===== src/rtl/instr_fetch_if.sv =====
// Fetch-stage bus bundle: instruction-memory req/ack port plus the decode-side instruction handshake.
// master = fetch stage, slave = memory/decode environment.
interface instr_fetch_if;
  logic        imem_req;
  logic [31:0] imem_addr;
  logic        imem_ack;
  logic [31:0] imem_rdata;
  logic [31:0] instr;
  logic        instr_valid;
  logic        instr_ready;
  logic        branch_taken;
  logic [31:0] ext_imm;
  logic        halt;
  logic [31:0] pc;
  logic [31:0] pcplus8;
  logic [15:0] retired;

  modport master (
    output imem_req, imem_addr,
    input  imem_ack, imem_rdata,
    output instr, instr_valid,
    input  instr_ready, branch_taken, ext_imm, halt,
    output pc, pcplus8, retired
  );

  modport slave (
    input  imem_req, imem_addr,
    output imem_ack, imem_rdata,
    input  instr, instr_valid,
    output instr_ready, branch_taken, ext_imm, halt,
    input  pc, pcplus8, retired
  );
endinterface


===== src/rtl/instr_fetch.sv =====
// ARMv4 fetch stage: PC, req/ack fetch, held instruction; min 2 cycles/instr (FETCH+HOLD), +1 per memory wait.
// instr_ready low holds instr/pc/retired in HOLD; halt blocks new fetches but lets an in-flight fetch finish.
module instr_fetch #(
  parameter logic [31:0] RESET_PC = 32'h0000_0000
) (
  input  logic          clk,
  input  logic          reset,
  instr_fetch_if.master bus
);

  typedef enum logic [1:0] {START, FETCH, HOLD, HALTED} state_t;

  state_t      state, nextState;
  logic [31:0] pcReg, instrReg, nextPc, branchTarget;
  logic [15:0] retiredCnt;
  logic        consume;

  always_ff @(posedge clk or negedge reset) begin
    if (!reset) state <= START;
    else        state <= nextState;
  end

  always_comb begin
    nextState = state;
    consume   = 1'b0;
    case (state)
      START:  nextState = bus.halt ? HALTED : FETCH;
      FETCH:  if (bus.imem_ack) nextState = HOLD;
      HOLD: begin
        if (bus.instr_ready) begin
          consume   = 1'b1;
          nextState = bus.halt ? HALTED : FETCH;
        end
      end
      HALTED: if (!bus.halt) nextState = FETCH;
      default: nextState = START;
    endcase
  end

  // Branch target is relative to R15 (pc+8); low bits forced so imem_addr stays word aligned.
  assign branchTarget = pcReg + 32'd8 + bus.ext_imm;
  assign nextPc       = bus.branch_taken ? {branchTarget[31:2], 2'b00} : pcReg + 32'd4;

  always_ff @(posedge clk or negedge reset) begin
    if (!reset) begin
      pcReg      <= RESET_PC;
      instrReg   <= 32'h0;
      retiredCnt <= 16'h0;
    end else begin
      if (state == FETCH && bus.imem_ack) instrReg <= bus.imem_rdata;
      if (consume) begin
        pcReg      <= nextPc;
        retiredCnt <= retiredCnt + 16'd1;
      end
    end
  end

  assign bus.imem_req    = (state == FETCH);
  assign bus.imem_addr   = {pcReg[31:2], 2'b00};
  assign bus.instr       = instrReg;
  assign bus.instr_valid = (state == HOLD);
  assign bus.pc          = pcReg;
  assign bus.pcplus8     = pcReg + 32'd8;
  assign bus.retired     = retiredCnt;

endmodule


===== src/flat_wrapper.sv =====
// flat-port wrapper written by rule: the top's interface ports become plain ports
module instr_fetch_flat 
#(
  parameter logic [31:0] RESET_PC = 32'h0000_0000
)
  (clk, reset, bus_imem_req, bus_imem_addr, bus_imem_ack, bus_imem_rdata, bus_instr, bus_instr_valid, bus_instr_ready, bus_branch_taken, bus_ext_imm, bus_halt, bus_pc, bus_pcplus8, bus_retired);
  instr_fetch_if bus_i ();
  input  logic clk;
  input  logic reset;
  output wire logic [$bits(bus_i.imem_req)-1:0] bus_imem_req;
  output wire logic [$bits(bus_i.imem_addr)-1:0] bus_imem_addr;
  input wire logic [$bits(bus_i.imem_ack)-1:0] bus_imem_ack;
  input wire logic [$bits(bus_i.imem_rdata)-1:0] bus_imem_rdata;
  output wire logic [$bits(bus_i.instr)-1:0] bus_instr;
  output wire logic [$bits(bus_i.instr_valid)-1:0] bus_instr_valid;
  input wire logic [$bits(bus_i.instr_ready)-1:0] bus_instr_ready;
  input wire logic [$bits(bus_i.branch_taken)-1:0] bus_branch_taken;
  input wire logic [$bits(bus_i.ext_imm)-1:0] bus_ext_imm;
  input wire logic [$bits(bus_i.halt)-1:0] bus_halt;
  output wire logic [$bits(bus_i.pc)-1:0] bus_pc;
  output wire logic [$bits(bus_i.pcplus8)-1:0] bus_pcplus8;
  output wire logic [$bits(bus_i.retired)-1:0] bus_retired;
  assign bus_imem_req = bus_i.imem_req;
  assign bus_imem_addr = bus_i.imem_addr;
  assign bus_i.imem_ack = bus_imem_ack;
  assign bus_i.imem_rdata = bus_imem_rdata;
  assign bus_instr = bus_i.instr;
  assign bus_instr_valid = bus_i.instr_valid;
  assign bus_i.instr_ready = bus_instr_ready;
  assign bus_i.branch_taken = bus_branch_taken;
  assign bus_i.ext_imm = bus_ext_imm;
  assign bus_i.halt = bus_halt;
  assign bus_pc = bus_i.pc;
  assign bus_pcplus8 = bus_i.pcplus8;
  assign bus_retired = bus_i.retired;
  instr_fetch #(.RESET_PC(RESET_PC)) u_core (.clk(clk), .reset(reset), .bus(bus_i));
endmodule

===== config.mk =====
export PLATFORM = sky130hd
export DESIGN_NAME = instr_fetch_flat
export DESIGN_NICKNAME = d
export VERILOG_FILES = /design/src/rtl/instr_fetch_if.sv /design/src/rtl/instr_fetch.sv /design/src/flat_wrapper.sv
export SDC_FILE = /design/constraint.sdc
export NUM_CORES = 1
export LEC_CHECK = 0
export ABC_AREA = 1
export CORE_MARGIN = 2
export CORE_UTILIZATION = 48
export DETAILED_ROUTE_END_ITERATION = 10
export PLACE_DENSITY = 0.79
export SYNTH_ARGS = -nofsm -noshare
export SYNTH_HDL_FRONTEND = slang
export SYNTH_SLANG_ARGS = --single-unit

===== constraint.sdc =====
create_clock -name clk -period 3.65 [get_ports clk]
set_clock_uncertainty 0.05 [all_clocks]
set_input_delay 1.095 -clock clk [delete_from_list [all_inputs] [get_ports clk]]
set_output_delay 1.095 -clock clk [all_outputs]
set_load 0.01 [all_outputs]

# After elaboration in Yosys (flattened, before gate mapping)
# Index checks and enable logic that the tools add are counted.
[word_totals] regBits=82 in_bits=70 out_inout_bits=146 elab_cells=25
[op_classes] n_addsub=4 eq_ne=6 muxes=8 reduce_logical=3
[ops] cell="$add A32 B3 Y32 const B" count=1
[ops] cell="$add A32 B32 Y32" count=1
[ops] cell="$add A32 B4 Y32 const B" count=1
[ops] cell="$mux W32" count=1
[ops] cell="$add A16 B1 Y16 const B" count=1
[ops] cell="$mux W2" count=4
[ops] cell="$pmux W2 S4" count=1
[ops] cell="$eq A2 B2 Y1 const B" count=2
[ops] cell="$ne A2 B1 Y1 const B" count=2
[ops] cell="$reduce_and A3 Y1" count=1
[ops] cell="$eq A2 B1 Y1 const B" count=1
[ops] cell="$logic_not A2 Y1" count=1
[ops] cell="$mux W1" count=2
[ops] cell="$ne A2 B2 Y1 const B" count=1
[ops] cell="$logic_and A1 B1 Y1" count=1

# Depth between registers and ports, before layout
[depth] ltp_word=3 ltp_mapped=22 depth_no_buf=22

# Least setup slack after synthesis
# OpenSTA, ideal clock, no wires.
[synth_timing] path_type="register to register" startpoint="register u_core.pcReg[4], in the netlist u_core.bus.pc[4]" endpoint="register u_core.pcReg[31], in the netlist u_core.bus.pc[31]" setup_time_ps=121 t_arrival_ps=2886 required_time_ps=3479 setup_slack_ps=593 path_stages_with_launch=18 n_path_buf=0 period_less_slack_ps=3057 path_cell_list="dfrtp_1 ha_1 nand2_1 nor2_1 inv_1 nor3_1 nand3_1 nor2_1 xor2_1 ha_1 nand2_1 nor2_1 and2_1 and3_1 a21oi_1 nand2_1 nand3_1 a21oi_1"
[synth_between] elab_chain_cells=3 word_cells_on_any_way=4 classes_between="add/sub (3); mux (1)"
[synth_rtl] item="start: declaration" line_no="instr_fetch.sv:14" source="logic [31:0] pcReg, instrReg, nextPc, branchTarget;"
[synth_rtl] item="start signal: assignment" line_no="instr_fetch.sv:52" source="pcReg <= nextPc;"
[synth_rtl] item="$add A32 B4 Y32"
[synth_rtl] item="net bus_pcplus8[29]" line_no="flat_wrapper.sv:21" source="output wire logic [$bits(bus_i.pcplus8)-1:0] bus_pcplus8;"
[synth_rtl] item="$add A32 B32 Y32" line_no="instr_fetch.sv:41" source="assign branchTarget = pcReg + 32'd8 + bus.ext_imm;"
[synth_rtl] item="$mux W32" line_no="instr_fetch.sv:42" source="assign nextPc = bus.branch_taken ? {branchTarget[31:2], 2'b00} : pcReg + 32'd4;"
# The timed path passes the listed nets, and every way through them passes these cells.
# A chain may end at the register's enable or synchronous reset.

# Worst setup path after layout
[layout_timing] startpoint="register u_core.pcReg[12], in the netlist u_core.bus.pc[12]" endpoint="output bus_pcplus8[17]"
[layout_between] elab_chain_cells=1
[layout_rtl] item="$add A32 B4 Y32" line_no="instr_fetch.sv:63" source="assign bus.pcplus8 = pcReg + 32'd8;"
[layout_rtl] item="end: declaration" line_no="flat_wrapper.sv:21"
# No other way between the ends.

==> impl_metrics.tcl <==
set metrics [dict create \
    status "finished clean" \
    final_util 0.689 \
    p_seq_frac 0.198 \
    final.setup.tns_ns 0 \
    cts_tree "built" \
    hold_viol 0 \
    seq_area_mm2 0.00201 \
    start_kind "register" \
    hold_path.class "register to register" \
    worstHoldStart "u_core.bus.retired[15]$_DFFE_PN0P_" \
    cts_hold_buffers 0 \
    cts_made_buffers 9 \
    dieArea_mm2 0.0155 \
    ys_ff_latch 80 \
    grt-ovfl-total 0 \
    gr-usage-all-layers 0.274 \
    fmax_mhz 282 \
    crit_path_cell_trace "inv_1, nor3_2, nand3_1, nor2_1, xor2_1, clkdlybuf4s50_1" \
    yosysWarnings 0 \
    grt_max_degree 81 \
    p_int_w 0.00447 \
    cts_max_path_buffers 2 \
    diodes 0 \
    core-area_mm2 0.0140 \
    power_w 0.00822 \
    hold_path_end "u_core.bus.retired[15]$_DFFE_PN0P_" \
    grt_pass1_vias 6576 \
    place_ws_ns 0.0983 \
    fin_ws_ns 0.102 \
    synth.cell_area_mm2 0.00696 \
    gp_congestion 1.02 \
    p_per_area_mw_per_mm2 850 \
    hpwl_mm 17.1 \
    setup_violations 0 \
    area_growth_syn_to_layout_pct 39.1 \
    leakagePower_nw 4.85 \
    reg2reg_to "u_core.bus.pc[25]$_DFFE_PN0P_" \
    ant_nets 0 \
    ios 216 \
    path_class "register to output pin" \
    crit_slowest_cell "clkdlybuf4s50_1" \
    dieHeight_um 124 \
    critPathRequiredTime_ns 2.50 \
    drcViolationCount 0 \
    clkSinkCount 80 \
    arrival_ns 2.40 \
    fp-row-count 43 \
    syn_area_per_cell_um2 6.88 \
    drive_gt1_frac 0.122 \
    cts_root_buf "clkbuf_16" \
    drt-initial-drc-count 631 \
    htree_levels 3 \
    netlist_instances 1011 \
    vdd_drop_max_mv 0.430 \
    drt_wl_total_mm 21.9 \
    drv_cap 0 \
    cpPeakStageDelay_ns 0.60 \
    nets 1319 \
    r2r_setup_slack_ns 0.29 \
    worstRegToRegCells 19 \
    initial_core_util 0.496 \
    crit_fanout 6 \
    finalCritPeriodShare 0.972 \
    end_kind "output pin" \
    clock_latency_ns 0.33 \
    yosysUniqueCellTypes 44 \
    clkPwrFrac 0.118 \
    synth_seq_area_share 0.288 \
    cts.clk_slew.worst_paths_ns 0.06 \
    multiInputGateArea_mm2 0.00424 \
    place.port_buffers 207 \
    num_vias 7367 \
    fp.dieW_um 124 \
    netSwitchingFraction 0.456 \
    grt_pass1_wl_mm 34.2 \
    comb_power_share 0.684 \
    routed_via_density 5.27 \
    timing.final.max_slew_violations 0 \
    antenna_found_initial 0 \
    worst_slew_pin_slew_ns 1.01 \
    hold_depth 1 \
    max_slew_margin 0.324 \
    p_switching_w 0.00375 \
    min_period_ns 3.55 \
    dr.pass1.iters 8 \
    r2r_start "u_core.bus.pc[3]$_DFFE_PN0P_" \
    wl_per_cell_um 15.7 \
    fillers 1198 \
]
-- per-layer routing --
metal | routed length (um) | track usage | part of all wire
met5 | 0 | 0 | 0
met4 | 317 | 0.0608 | 0.014
met3 | 1840 | 0.0412 | 0.084
met1 | 9110 | 0.368 | 0.42
met2 | 10700 | 0.466 | 0.49
-- power by group through the flow --
stage,registers [W],clock network [W],logic (W)
after floorplan,0.00180,0,0.00299
after detailed placement,0.00163,0,0.00545
after global placement,0.00160,0,0.00539
after CTS,0.00162,0.000988,0.00555
final,0.00163,0.000972,0.00563
after global routing,0.00168,0.00102,0.00613
-- through the flow --
stage | area, um2 | cells | hold WS (ns)
2_1_floorplan | 6980 | 1016 | 0.454
4_1_cts | 9560 | 1396 | 0.419
3_3_place_gp | 9130 | 1377 | 0.407
6_report | 9680 | 1399 | 0.416
3_5_place_dp | 9130 | 1377 | 0.411
5_1_grt | 9680 | 1399 | 0.453
-- sequential cells by signal, summed over array words and instances, names as in the netlist --
register / count
u_core.bus.pc: 30
u_core.bus.instr: 32
u_core.bus.retired: 16
u_core.state: 2
-- how the worst max path moves through the flow --
| stage | cells past startpoint | end | startpoint | slack (ns) |
|---|---|---|---|---|
| floorplan | 17 | u_core.bus.pc[31]$_DFFE_PN0P_ | u_core.bus.pc[4]$_DFFE_PN0P_ | 0.59 |
| detailed placement | 9 | bus_pcplus8[29] | u_core.bus.pc[3]$_DFFE_PN0P_ | 0.1 |
| finish | 6 | bus_pcplus8[17] | u_core.bus.pc[12]$_DFFE_PN0P_ | 0.10 |
| CTS | 8 | bus_pcplus8[25] | u_core.bus.pc[3]$_DFFE_PN0P_ | -0.007 |
| global placement | 9 | bus_pcplus8[29] | u_core.bus.pc[3]$_DFFE_PN0P_ | 0.13 |
| global route | 10 | bus_pcplus8[27] | u_core.bus.pc[4]$_DFFE_PN0P_ | -0.02 |
-- cells in the final DEF (no fill, tap or decap), drive strengths merged, types with 4 or more instances in the layout --
cell / Yosys / final
ha: 34 / 34
or2: 4 / 4
o21ai: 32 / 32
nor2: 92 / 92
mux2: 32 / 32
clkdlybuf4s50: 0 / 193
a22oi: 6 / 6
nand2: 288 / 288
buf: 42 / 34
nand4: 13 / 13
a31oi: 4 / 4
nand3b: 6 / 6
inv: 146 / 146
clkbuf: 10 / 10
and2: 5 / 5
dfrtp: 80 / 80
dlymetal6s2s: 0 / 9
a21oi: 61 / 61
xnor2: 5 / 5
conb: 1 / 6
o21bai: 4 / 4
xor2: 41 / 41
a21boi: 10 / 10
dlygate4sd2: 0 / 4
nor3: 12 / 12
nand3: 70 / 70
-- cell families after synthesis --
group	share of synthesized area
AND/OR/NAND/NOR	0.312
buffers and inverters	0.128
AO/OA/AOI/OAI	0.102
flip-flops	0.288
XOR/XNOR	0.0579
adder cells (fa/ha/maj)	0.0611
multiplexers	0.0518
other	0.000539
-- cells in the mapped netlist, drive strengths merged --
cell / number / area, um2
a21boi: 10 / 78.8
a21o: 2 / 15.0
a21oi: 61 / 305
a22oi: 6 / 45.0
a2bb2oi: 2 / 17.5
a31oi: 4 / 25.0
and2: 5 / 31.3
and3: 2 / 12.5
buf: 42 / 299
clkbuf: 10 / 37.5
clkinv: 1 / 3.75
conb: 1 / 3.75
dfrtp: 80 / 2000
ha: 34 / 425
inv: 146 / 548
mux2: 32 / 360
nand2: 288 / 1100
nand3: 70 / 360
nand3b: 6 / 45.0
nand4: 13 / 81.3
nor2: 92 / 393
nor3: 12 / 87.6
nor3b: 1 / 7.51
nor4: 1 / 21.3
o211ai: 2 / 15.0
o21a: 2 / 15.0
o21ai: 32 / 160
o21bai: 4 / 30.0
or2: 4 / 25.0
xnor2: 5 / 43.8
xor2: 41 / 359
-- final cells by class --
| type | count | share of cell area |
|---|---|---|
| Clock buffer | 10 | 0.0247 |
| Clock inverter | 5 | 0.00840 |
| Inverter | 147 | 0.0570 |
| Multi-Input combinational cell | 737 | 0.438 |
| Sequential cell | 80 | 0.208 |
| Tap cell | 180 | 0.0233 |
| Timing Repair Buffer | 240 | 0.241 |
-- critical path: cells and delay by family, from the launching register on --
family        cells  cell delay, ns
buf+inv           2            0.75
simple gates      3            0.55
xor+xnor          1            0.31
flops             1            0.47
-- repair_timing --
action,in CTS,in global routing
buffers inserted,4,3
pin swaps,3,3
endpoints found under the setup margin,16,23
gates resized for setup,21,30
cloned,0,0
Note: power is estimated with default switching activity, not from simulation.
